--- src/rtl/sram_arbiter.sv ---
// Two-port round-robin arbiter in front of a single-port 4x4 SRAM.
// Each accepted request runs IDLE -> ACCESS -> RESP: the grant is shown in
// ACCESS, the completion pulse in RESP, and read data is captured at the
// ACCESS->RESP edge. Every SRAM control output comes straight from a flop,
// so the SRAM never sees a glitch on its operation line.
module sram_arbiter (
    input  logic       clk,
    input  logic       rst,
    input  logic       req_a,
    input  logic       req_b,
    input  logic       we_a,
    input  logic       we_b,
    input  logic [1:0] addr_a,
    input  logic [1:0] addr_b,
    input  logic [3:0] wdata_a,
    input  logic [3:0] wdata_b,
    output logic       gnt_a,
    output logic       gnt_b,
    output logic       done_a,
    output logic       done_b,
    output logic [3:0] rdata_a,
    output logic [3:0] rdata_b,
    output logic       busy,
    output logic [1:0] mem_select,
    output logic       mem_operation,
    output logic       mem_enable,
    output logic [3:0] mem_data_in,
    input  logic [3:0] mem_data_out
);

    typedef enum logic [1:0] {
        S_IDLE   = 2'd0,
        S_ACCESS = 2'd1,
        S_RESP   = 2'd2
    } state_t;

    state_t     r_state;
    logic       r_last_b;      // 1 = port B won the most recent arbitration
    logic       r_win_b;       // winner of the transaction in flight
    logic       r_we;
    logic [1:0] r_addr;
    logic [3:0] r_wdata;
    logic       r_gnt_a;
    logic       r_gnt_b;
    logic       r_done_a;
    logic       r_done_b;
    logic [3:0] r_rdata_a;
    logic [3:0] r_rdata_b;
    logic       r_busy;
    logic       r_mem_enable;
    logic       r_mem_operation;

    logic       w_any_req;
    logic       w_pick_b;
    logic       w_we;
    logic [1:0] w_addr;
    logic [3:0] w_wdata;

    // On a tie, B wins only if A won last; a lone requester always wins.
    assign w_any_req = req_a | req_b;
    assign w_pick_b  = req_b & (~req_a | ~r_last_b);
    assign w_we      = w_pick_b ? we_b    : we_a;
    assign w_addr    = w_pick_b ? addr_b  : addr_a;
    assign w_wdata   = w_pick_b ? wdata_b : wdata_a;

    // Arbitration FSM with all outputs registered one state ahead.
    always_ff @(posedge clk) begin
        if (rst) begin
            r_state         <= S_IDLE;
            r_last_b        <= 1'b1;
            r_win_b         <= 1'b0;
            r_we            <= 1'b0;
            r_addr          <= 2'd0;
            r_wdata         <= 4'd0;
            r_gnt_a         <= 1'b0;
            r_gnt_b         <= 1'b0;
            r_done_a        <= 1'b0;
            r_done_b        <= 1'b0;
            r_rdata_a       <= 4'd0;
            r_rdata_b       <= 4'd0;
            r_busy          <= 1'b0;
            r_mem_enable    <= 1'b0;
            r_mem_operation <= 1'b1;
        end else begin
            case (r_state)
                S_IDLE: begin
                    if (w_any_req) begin
                        r_state         <= S_ACCESS;
                        r_win_b         <= w_pick_b;
                        r_last_b        <= w_pick_b;
                        r_we            <= w_we;
                        r_addr          <= w_addr;
                        r_wdata         <= w_wdata;
                        r_gnt_a         <= ~w_pick_b;
                        r_gnt_b         <= w_pick_b;
                        r_busy          <= 1'b1;
                        r_mem_enable    <= 1'b1;
                        r_mem_operation <= ~w_we;
                    end
                end
                S_ACCESS: begin
                    r_state         <= S_RESP;
                    r_gnt_a         <= 1'b0;
                    r_gnt_b         <= 1'b0;
                    r_mem_enable    <= 1'b0;
                    r_mem_operation <= 1'b1;
                    r_done_a        <= ~r_win_b;
                    r_done_b        <= r_win_b;
                    if (!r_we) begin
                        if (r_win_b) begin
                            r_rdata_b <= mem_data_out;
                        end else begin
                            r_rdata_a <= mem_data_out;
                        end
                    end
                end
                S_RESP: begin
                    r_state  <= S_IDLE;
                    r_done_a <= 1'b0;
                    r_done_b <= 1'b0;
                    r_busy   <= 1'b0;
                end
                default: begin
                    r_state <= S_IDLE;
                end
            endcase
        end
    end

    // Select and data lines simply reflect the latched command, so they hold
    // their last value outside ACCESS.
    assign gnt_a         = r_gnt_a;
    assign gnt_b         = r_gnt_b;
    assign done_a        = r_done_a;
    assign done_b        = r_done_b;
    assign rdata_a       = r_rdata_a;
    assign rdata_b       = r_rdata_b;
    assign busy          = r_busy;
    assign mem_select    = r_addr;
    assign mem_data_in   = r_wdata;
    assign mem_enable    = r_mem_enable;
    assign mem_operation = r_mem_operation;

endmodule

--- config.mk ---
export PLATFORM = sky130hd
export DESIGN_NAME = sram_arbiter
export DESIGN_NICKNAME = d
export VERILOG_FILES = /design/src/rtl/sram_arbiter.sv
export SDC_FILE = /design/constraint.sdc
export NUM_CORES = 1
export LEC_CHECK = 0
export BUFFER_PORTS_ARGS = -buffer_cell sky130_fd_sc_hd__buf_2
export CAP_MARGIN = 10
export CORE_ASPECT_RATIO = 0.8
export CORE_UTILIZATION = 42
export DETAILED_ROUTE_END_ITERATION = 7
export PLACE_DENSITY_LB_ADDON = 0.08
export SLEW_MARGIN = 15
export SYNTH_ARGS = -nofsm -noshare
export SYNTH_HDL_FRONTEND = slang
export SYNTH_SLANG_ARGS = --single-unit
--- constraint.sdc ---
create_clock -name clk -period 1.3 [get_ports clk]
set_clock_uncertainty 0.05 [all_clocks]
set_input_delay 0.26 -clock clk [delete_from_list [all_inputs] [get_ports clk]]
set_output_delay 0.26 -clock clk [all_outputs]
set_load 0.01 [all_outputs]
## After elaboration in Yosys (flattened, before gate mapping)

Index checks and enable logic that the tools add are counted.

- Reductions and logical operators: 9
- Bitwise gates (word level): 9
- Multipliers: 0
- Divide/modulo/power cells: 0
- Equal/unequal tests: 3
- $add $sub $neg: 0
- Shift-type cells: 0
- $lt $le $gt $ge: 0
- Muxes and demuxes: 16

Operators with widths:

| kind | number |
|---|---|
| case mux 1 bit (2 select lines) | 7 |
| inverter 1 bit | 6 |
| AND reduction 2 bit | 3 |
| AND reduction 3 bit | 2 |
| nonzero test 2 bit | 3 |
| 2-to-1 mux 1 bit | 5 |
| 2-to-1 mux 2 bit | 2 |
| 2-to-1 mux 4 bit | 1 |
| case mux 2 bit (2 select lines) | 1 |
| equality test 2 x 1 -> 1 bit, second input constant | 1 |
| equality test 2 bit, second input constant | 1 |
| zero test 2 bit | 1 |
| inequality test 2 bit, second input constant | 1 |
| OR 1 bit | 2 |
| AND 1 bit | 1 |

- RAM bits: 0
- Register bits after elaboration: 26
- Bits in read-only memories: 0
- Bits in latches: 0
- Memories kept: 0
- Input port bits: 22

## Depth between registers and ports, before layout

- Word-level depth: 7
- Gate-level depth with buffers: 6
- Mapped depth without buffers: 5

## Worst setup path after synthesis

OpenSTA, ideal clock, no wires.

- Kind: register to register
- Start point: register r_state[0]
- End point: register r_state[0]
- Data required time: 1,122 ps
- Cell stages (with the launch flop): 6
- Arrival time: 1,257 ps
- Clock period less this slack: 1,435 ps
- Path slack: -135 ps
- Path buffers: 0
- Cell sequence: dfxtp_1 inv_1 ha_1 nor3b_2 mux2i_1 nor2_1

- Cells in the longest elaborated chain, start to end: 2
- Elaborated cells between the ends (all ways): 4
- Classes of those cells: eq/ne: 2; mux: 1; reduce/logical: 1

RTL lines:

| item | RTL line | source |
|---|---|---|
| start: declaration | 37 | `state_t r_state;` |
| start signal: assignment | 69 | `r_state <= S_IDLE;` |
| start signal: assignment | 88 | `r_state <= S_ACCESS;` |
| start signal: assignment | 102 | `r_state <= S_RESP;` |
| equality test 2 x 1 -> 1 bit / zero test 2 bit (equally long branches) | 85 | `case (r_state)` |
| case mux 2 bit (2 select lines) / inequality test 2 bit (equally long branches) | - |  |

Parallel ways exist; a longest one is shown, timed or not.
A chain may end at the register's enable or synchronous reset.

## Final worst setup path

- Start point: register r_state[1]
- End point: register r_addr[1], in the netlist mem_select[1]

- Cells in the longest elaborated chain, start to end: 2

RTL lines:

| item | RTL line | source |
|---|---|---|
| zero test 2 bit | 85 |  |
| AND reduction 2 bit (no line) | - |  |
| end signal: assignment | 92 | `r_addr <= w_addr;` |
| end: declaration | 41 | `logic [1:0] r_addr;` |

No other way between the ends.

==> implementation parameters <==
Parameter                              Value

Outcome
  Status    finished, violations left
  Violated checks    negative setup slack

Global route
  Antenna violations before repair    0
  Total congestion overflow    0
  Wire length of the first global-routing pass    3810 um
  Maximum number of pins on one net before global-route repair    21
  Vias in the first global route    849
  Overall routing resource usage    0.185

STA
  Max-slew violation count    0
  Actual transition at the worst max-transition pin    0.396 ns
  Hold violation count in the final report    0
  Final worst setup slack    -0.0557 ns
  Setup violation total in the final timing report    12
  RSZ-0062 raised after global routing    true
  Final worst path period share    1.04
  Setup TNS    -0.313 ns
  Slew headroom    0.736
  Final worst path period need    1.36 ns
  Maximum clock frequency    738 MHz

Route
  Iteration-0 DRC Markers    32
  DRC Markers    0
  Number of iterations in the first detailed-routing pass    4
  Remaining antenna violation count    0
  Mean routed wirelength per cell    11.9 um
  Average vias per placed instance    4.85
  Final wirelength    2480 um
  Number of vias in the routed layout    1009

Finish
  Leading cell types in the layout, fill and taps excluded    buf_2 (42), dfxtp_1 (24), nor2_1 (21), mux2i_1 (18), buf_4 (16)
  Final #Nets    199
  Growth of design area from synthesis to finish    47.3%
  Diode insertion count for antenna repair    0
  Ratio of cells with drive above 1 in the final layout    0.488
  Final Instance Count excl. Fillers    208
  Commonest non-fill, non-tap cell in the layout    buf_2

Synthesis
  Synth Flop Type    dfxtp_1
  Largest family of logic cells by synthesized area    multiplexers
  Sequential area share after synthesis    0.473
  Adder and majority cell fraction of the synthesized area    0.0455
  Syn_area_per_cell    9.83 um^2
  Synth Instances    112
  Post-synthesis instance area    0.00110 mm^2
  Post-synthesis compound-gate area fraction    0.141
  FF+latch count, synth    26
  Yosys top cell area share    0.473
  Ranking of synthesized cells by area    dfxtp_1 (47%), mux2i_1 (16%), nor2_1 (7.5%), a211oi_1 (4.8%), ha_1 (4.5%)
  Warning count from the yosys run    0
  Library cell with the largest summed area after synthesis    dfxtp_1
  Share of flip-flops with an asynchronous set or reset after synthesis    0
  Post-synth EDFFs    0
  Multiplexer fraction of the synthesized cell area    0.164
  Count of distinct cell types in the synthesized netlist    23
  Synth Area in XOR/XNOR    0
  Number of nets produced by synthesis    138
  Area fraction in and, or, nand and nor cells after synthesis    0.142

Floorplan
  Initial core utilization    0.447
  Row cnt    16
  Core ar.    0.00246 mm^2
  Die X-Extent    59.2 um
  Overall die area    0.00283 mm^2
  Die extent in y    47.8 um
  I/O pin count    43

Setup path
  Library cell contributing the largest single delay on the critical path    dfxtp_2
  Number of cells on the worst reg-to-reg path    6
  Data required, critical path    1.49 ns
  Startpoint types    flip-flop
  Crit path kind    reg -> reg
  Crit-path max cell delay    0.36 ns
  Worst Setup End Kind    flip-flop
  CP Data Arrival Time    1.55 ns
  CP cell instances    inv_4, ha_4, o21a_2, buf_12, nor2_1, a211oi_1
  Maximum fanout count along the critical path    14

Clocking
  Clock buffers created by TritonCTS    3
  Clock insertion delay at the later pin of the skew report    0.32 ns
  CTS max path bufs    2
  Clock-pin transition on the worst setup and hold timing paths    0.13 ns
  Num Clock Sinks    26
  Number of buffers added to fix hold violations after cts    0
  Master cell of the clock root buffer    clkbuf_4
  CTS H-tree lvls    1
  CTS tree    built

Placement
  Final weighted congestion of routability-driven global placement    0.736
  Worst slack after detailed placement    -0.0715 ns
  Port bufs    42
  Detailed placement HPWL    1740 um
  Count of placed standard cells including taps    197

Power and ir drop
  Static leakage    0.762 nW
  Power Dens Cells    1230 mW/mm^2
  Maximum VDD drop    0.000642 V

Worst hold path
  Worst hold path stage count    3
  Kind of path behind the tightest hold check    in -> reg

Job
  Total of max-cap violations    0
-- sequential cells by signal, summed over array words and instances (netlist names) --
register       cells
busy               1
mem_select         2
mem_operation      1
done_b             1
rdata_b            4
gnt_b              1
r_last_b           1
done_a             1
mem_enable         1
gnt_a              1
r_we               1
rdata_a            4
r_state            2
mem_data_in        4
r_win_b            1
-- worst max-delay path: cells and delay by family (launching register included) --
family / cells / cell delay (ns)
AO/OA/AOI/OAI: 2 / 0.41
flip-flops: 1 / 0.36
buffers and inverters: 2 / 0.22
adder cells (fa/ha/maj): 1 / 0.17
AND/OR/NAND/NOR: 1 / 0.05
-- area by class of cell --
type / instances / area (um^2)
multi-input cells: 78 / 617
clock buffers: 4 / 36.3
flip-flops and latches: 26 / 526
fillers: 214 / 841
inverters: 3 / 16.3
repair buffers: 61 / 382
well taps: 36 / 45.0
-- through the flow --
step	hold WS, ns	util	power, mW	instance area [um^2]
finish	0.133	0.659	1.99	1620
global route	0.132	0.659	2.11	1620
CTS	0.123	0.636	1.96	1570
detailed placement	0.411	0.602	1.52	1480
global placement	0.404	0.602	1.50	1480
floorplan	0.354	-	1.30	1140
-- cell usage after synthesis, drive strengths merged, types with 2 or more instances --
master	n
buf	2
nand2b	2
o21ai	6
a21oi	6
a211oi	7
nor2	22
ha	4
dfxtp	26
nor3b	2
nand3b	2
mux2i	18
clkbuf	3
inv	3
-- path summary, 6_finish.rpt --
check,startpoint,slack [ns],to
setup / recovery,r_state[1],-0.06,mem_select[1]
hold / removal,mem_data_out[3],0.13,rdata_b[3]
hold reg to reg,busy,0.43,busy
setup reg to reg,r_state[1],-0.06,mem_select[1]
-- per-layer routing --
| metal | GRT usage | vias up | routed length (um) |
|---|---|---|---|
| met5 | 0 | - | 0 |
| met4 | 0.0381 | 0 | 30 |
| met3 | 0.0730 | 4 | 133 |
| met2 | 0.308 | 28 | 1180 |
| met1 | 0.230 | 463 | 1140 |
| li1 | - | 514 | - |
-- repair_timing --
item	in CTS	in global routing
endpoints found under the setup margin	19	23
buffers inserted	4	3
hold endpoints to repair	0	0
gates cloned	0	0
resized for setup	11	9
pin swaps	3	3
-- kinds of logic after synthesis --
kind of cell    count (synthesis)
mux                            18
fa+ha+maj                       4
buf+inv                         8
simple gates                   32
compound gates                 24
flops                          26
-- power breakdown --
group / switching (mW) / internal, mW
Sequential: 0.0595 / 0.888
Combinational: 0.297 / 0.339
Clock: 0.235 / 0.171
Note: power is estimated with default switching activity, not from simulation.
